## config.mk

```make
export PLATFORM = sky130hd
export DESIGN_NAME = imm_gen_pipe
export DESIGN_NICKNAME = d
export VERILOG_FILES = /design/src/rtl/decode_pkg.sv /design/src/rtl/imm_extract.sv /design/src/rtl/imm_gen_pipe.sv
export SDC_FILE = /design/constraint.sdc
export NUM_CORES = 1
export LEC_CHECK = 0
export ABC_AREA = 1
export ABC_CLOCK_PERIOD_IN_PS = 5200
export BUFFER_PORTS_ARGS = -buffer_cell sky130_fd_sc_hd__buf_4
export CORE_ASPECT_RATIO = 0.75
export CORE_MARGIN = 4
export CORE_UTILIZATION = 45
export CTS_CLUSTER_SIZE = 12
export DETAILED_ROUTE_END_ITERATION = 12
export PLACE_DENSITY = 0.63
export SKIP_LAST_GASP = 1
export SYNTH_ARGS = -nofsm -noshare
export SYNTH_HDL_FRONTEND = slang
export SYNTH_HIERARCHICAL = 1
export SYNTH_SLANG_ARGS = --single-unit
```

## constraint.sdc

```tcl
create_clock -name CLK -period 5.2 [get_ports CLK]
set_input_delay 0.52 -clock CLK [delete_from_list [all_inputs] [get_ports CLK]]
set_output_delay 0.52 -clock CLK [all_outputs]
set_load 0.01 [all_outputs]
```

## src/rtl/decode_pkg.sv

```systemverilog
// Shared decode definitions: immediate mode encodings
// and the wide-move halfword shift unit.
package decode_pkg;

  typedef enum logic [2:0] {
    IMM_I    = 3'b000,
    IMM_D    = 3'b001,
    IMM_B    = 3'b010,
    IMM_CB   = 3'b011,
    IMM_MOVZ = 3'b100,
    IMM_MOVK = 3'b101,
    IMM_MOVN = 3'b110,
    IMM_ILL  = 3'b111
  } imm_ctrl_e;

  localparam int HW_SHIFT_UNIT = 16;

endpackage

```

## src/rtl/imm_extract.sv

```systemverilog
// Combinational immediate extract/extend, branch shift and MOVK merge.
// In: imm, ctrl, brshift, src (MOVK base). Out: result, illegal.
module imm_extract
  import decode_pkg::*;
#(
  parameter int DATA_W   = 64,
  parameter int IMM_W    = 26,
  parameter int BR_SHIFT = 2
) (
  input  logic [IMM_W-1:0]  imm,
  input  logic [2:0]        ctrl,
  input  logic              brshift,
  input  logic [DATA_W-1:0] src,
  output logic [DATA_W-1:0] result,
  output logic              illegal
);

  localparam int XW = DATA_W + BR_SHIFT;

  imm_ctrl_e       mode;
  logic [1:0]      hw;
  logic [15:0]     imm16;
  logic [6:0]      sh;
  logic            hw_bad;
  logic            br_sh;
  logic [XW-1:0]   wide;
  logic [XW-1:0]   mask;
  logic [XW-1:0]   x;
  logic            unused_hi;

  assign mode   = imm_ctrl_e'(ctrl);
  assign hw     = imm[22:21];
  assign imm16  = imm[20:5];
  assign sh     = 7'(hw) * 7'(HW_SHIFT_UNIT);
  assign hw_bad = sh >= 7'(DATA_W);
  assign wide   = XW'(imm16) << sh;
  assign mask   = XW'(16'hFFFF) << sh;
  assign br_sh  = brshift &&
                  (mode == IMM_B || mode == IMM_CB);

  always_comb begin
    x       = '0;
    illegal = 1'b0;
    unique case (1'b1)
      mode == IMM_I:  x = XW'(imm[21:10]);
      mode == IMM_D:  x = XW'($signed(imm[20:12]));
      mode == IMM_B:  x = XW'($signed(imm));
      mode == IMM_CB: x = XW'($signed(imm[23:5]));
      mode == IMM_MOVZ: begin
        x       = wide;
        illegal = hw_bad;
      end
      mode == IMM_MOVK: begin
        x       = (XW'(src) & ~mask) | wide;
        illegal = hw_bad;
      end
      mode == IMM_MOVN: begin
        x       = ~wide;
        illegal = hw_bad;
      end
      default: illegal = 1'b1;
    endcase
    if (br_sh) x = x << BR_SHIFT;
    if (illegal) x = '0;
  end

  // Extra headroom bits exist only to carry the branch shift.
  assign result    = x[DATA_W-1:0];
  assign unused_hi = ^x[XW-1:DATA_W];

endmodule

```

## src/rtl/imm_gen_pipe.sv

```systemverilog
// Registered immediate generator with valid/ready handshake and a
// one-entry MOV constant accumulator. In: Imm26/Ctrl/BrShift/Rd/Base
// request; Out: OutBus qualified by Illegal and AccHit.
module imm_gen_pipe
  import decode_pkg::*;
#(
  parameter int DATA_W   = 64,
  parameter int IMM_W    = 26,
  parameter int BR_SHIFT = 2
) (
  input  logic              CLK,
  input  logic              Reset,
  input  logic              Flush,
  input  logic              InValid,
  output logic              InReady,
  input  logic [IMM_W-1:0]  Imm26,
  input  logic [2:0]        Ctrl,
  input  logic              BrShift,
  input  logic [4:0]        Rd,
  input  logic [DATA_W-1:0] Base,
  output logic              OutValid,
  input  logic              OutReady,
  output logic [DATA_W-1:0] OutBus,
  output logic              Illegal,
  output logic              AccHit
);

  imm_ctrl_e         ctrl_e;
  logic              take;
  logic              hit;
  logic              is_mov;
  logic              ill;
  logic              acc_valid;
  logic [4:0]        acc_tag;
  logic [DATA_W-1:0] acc_q;
  logic [DATA_W-1:0] src;
  logic [DATA_W-1:0] res;

  assign ctrl_e  = imm_ctrl_e'(Ctrl);
  assign InReady = !OutValid || OutReady;
  assign take    = InValid && InReady && !Flush;
  assign is_mov  = ctrl_e == IMM_MOVZ ||
                   ctrl_e == IMM_MOVK ||
                   ctrl_e == IMM_MOVN;
  assign hit     = acc_valid && acc_tag == Rd &&
                   ctrl_e == IMM_MOVK;
  // A hit skips the stale register-file value of Rd.
  assign src     = hit ? acc_q : Base;

  imm_extract #(
    .DATA_W   (DATA_W),
    .IMM_W    (IMM_W),
    .BR_SHIFT (BR_SHIFT)
  ) u_ext (
    .imm     (Imm26),
    .ctrl    (Ctrl),
    .brshift (BrShift),
    .src     (src),
    .result  (res),
    .illegal (ill)
  );

  always_ff @(posedge CLK or posedge Reset) begin
    if (Reset) begin
      OutValid  <= 1'b0;
      OutBus    <= '0;
      Illegal   <= 1'b0;
      AccHit    <= 1'b0;
      acc_valid <= 1'b0;
      acc_tag   <= '0;
      acc_q     <= '0;
    end else if (Flush) begin
      OutValid  <= 1'b0;
      Illegal   <= 1'b0;
      AccHit    <= 1'b0;
      acc_valid <= 1'b0;
    end else if (take) begin
      OutValid <= 1'b1;
      OutBus   <= res;
      Illegal  <= ill;
      AccHit   <= hit && !ill;
      if (is_mov && !ill) begin
        acc_valid <= 1'b1;
        acc_tag   <= Rd;
        acc_q     <= res;
      end
    end else if (OutReady) begin
      OutValid <= 1'b0;
    end
  end

endmodule

```

==> results.ini <==
[clocking]
cts_buffers=17
cts.sinks=137
cts_setup_buffers=0
clockBufferDepth=2
clk_pin_slew_ps=60
cts_root_buffer=clkbuf_16
clk_latency_ps=430
postCtsHoldBufs=0
cts_tree=built
postCtsResizedCells=0
cts_max_level=4

[routing]
dr.pass1.iters=5
routed_via_density=5.33
remaining_drc_errors=0
avgRoutedWirePerCell_um=16.7
drt_iter0_drc=1076
vias=10300
ant_nets=0
routed_wl_um=32400

[placement]
port_buffers=171
pre_cts_ws_ps=1940
place.gp.congestion=0.908
dp.cells=1906
placed_area_mm2=0.0108
dpl.hpwl_um=21000

[setup_path]
required_ps=5550
slowest_delay_ps=590
r2r-end=OutBus[26]$_DFFE_PP0P_
critical_path_class=flop to flop
crit_cells=16
crit_end=OutBus[26]$_DFFE_PP0P_
cp-startpoint=acc_tag[1]$_DFFE_PP0P_
endpoint_kind=flop
path_max_fanout=38
r2r_cells=16
critPathBufInv=3
crit_path_top_delay_cell=nor2_4
cpLargestDelayFamily=simple AND/OR/NAND/NOR gates
cpMostUsedCell=nand2_1
crit_arrival_ps=3190
path_cells=inv_1, nand2_1, nand2_1, nand2_1, nor2_4, buf_4, nand3_1, nand2_1, nand2_1, nand2_1, a21oi_1, nand2_1, nand2_1, nand2_1, inv_1, o21ai_0
startpoint_type=flop
r2r_slack_ps=2350
r2r-start=acc_tag[1]$_DFFE_PP0P_

[yosys]
synth_most_common_cell=nand2_1
synth_cell_types=26
yosys_warnings=6
async_flop_share=1.00
syn_inst=1552
synth_common_cells=nand2_1, nor2_1, dfrtp_1
syn_area_per_cell_um2=6.26
synth-seq-cells=137
syn_nets=1656
synth.top_cell.area_share=0.353
synth.area.top_cells=dfrtp_1, nand2_1, a21oi_1
synthFlopType=dfrtp_1
netlist_area_mm2=0.00971
synth_edf_count=0
ys_seq_area_frac=0.353
yosysTopAreaCell=dfrtp_1

[min_path]
min_path_type=input pin to flop
worstHoldStart=Flush

[grt]
grt_pass1_wl_um=51600
grt_max_degree=98
grt_usage=0.270
antenna_found_initial=0
overflow=0
grt_pass1_vias=9729

[die]
fp-row-count=46
start_util=0.459
chipWidth_um=178
io_pins=172
die_h_um=135
dieArea_mm2=0.0240
core_area_mm2=0.0212

[timing]
layout_min_cycle_time_ps=2850
tightestPinTransition_ps=1030
rsz0062_at_grt=false
worst_slew_margin_rel=0.316
setup_viol=0
setup_ws_ps=2350
clock.fmax_ghz=0.351
maxSlewViolCount=0
setup-tns-final_ps=0
skew_ps=10.3
fin_crit_sh=0.547
finalHoldViolCount=0

[power_and_ir_drop]
powerDensity_mw_per_mm2=311
fin_total_pwr_mw=3.52
p_leak_nw=5.96
peakVddDrop_mv=0.194

[finish]
drive_gt1_frac=0.154
stdcell_count=1936
syn_to_final_growth_pct=16.4
postLayoutCellArea_mm2=0.0113
diodes=0
fin_nets=1741

[run]
maxCapViolations=0

[outcome]
outcome=completed

-- cell usage in the layout (no fill, tap or decap), drive strengths merged --
cell type and count:
dfrtp 137, nand4 42, clkinvlp 5, nor2 167, nand3 99, clkinv 4
inv 115, a211oi 1, clkbuf 19, o21ai 113, buf 178, o2111ai 2
a31oi 12, a21oi 129, bufinv 1, nand2 624
-- how the worst min path moves through the flow --
stage | slack, ps | end | cells past startpoint
floorplan | 450 | acc_valid$_DFFE_PP0P_ | 2
global placement | 470 | OutBus[53]$_DFFE_PP0P_ | 2
detailed placement | 480 | OutBus[13]$_DFFE_PP0P_ | 2
CTS | 240 | OutValid$_DFFE_PP0P_ | 2
global route | 250 | OutValid$_DFFE_PP0P_ | 2
finish | 250 | OutValid$_DFFE_PP0P_ | 2
-- state kept, by name (all words and copies together), names as in the netlist --
name	count
acc_tag	5
acc_valid	1
AccHit	1
OutValid	1
acc_q	64
Illegal	1
OutBus	64
-- worst register-to-register path, delay by kind of cell (launching register included) --
family | cells | cell delay (ps)
buffers and inverters | 3 | 690
and+or+nand+nor | 11 | 1460
AOI/OAI and AO/OA | 2 | 220
DFF | 1 | 390
-- report_power, final --
part	internal, mW	switching, mW
Combinational	0.359	0.559
Sequential	1.29	0.129
Clock	0.677	0.502
Total	2.33	1.19
-- through the flow --
step | hold slack, ps | util
global route | 246 | 0.534
finish | 253 | 0.534
detailed placement | 476 | 0.508
global placement | 467 | 0.508
floorplan | 453 | -
CTS | 240 | 0.534
-- logic make-up (layout without fill, tap and decap cells) --
logic type             Yosys count  count (layout)  share of synthesized area
buffers and inverters          226             322                      0.113
AND/OR/NAND/NOR                932             932                      0.397
flip-flops                     137             137                      0.353
AO/OA/AOI/OAI                  257             257                      0.138
-- final cells by class --
class,instances,area (um2)
Clock buffer,19,453
Tap cell,288,360
Sequential cell,137,3430
Multi-Input combinational cell,1189,5200
Fill cell,2232,9870
Inverter,114,433
Timing Repair Buffer,178,1340
Clock inverter,11,100
-- per-layer routing --
| layer | vias up | part of all wire | track usage |
|---|---|---|---|
| met2 | 416 | 0.44 | 0.417 |
| met4 | 0 | 0.0093 | 0.0575 |
| met1 | 4765 | 0.46 | 0.386 |
| li1 | 5108 | - | - |
| met5 | - | 0 | 0 |
| met3 | 27 | 0.094 | 0.0689 |
Power figures use the tool's default switching activity.
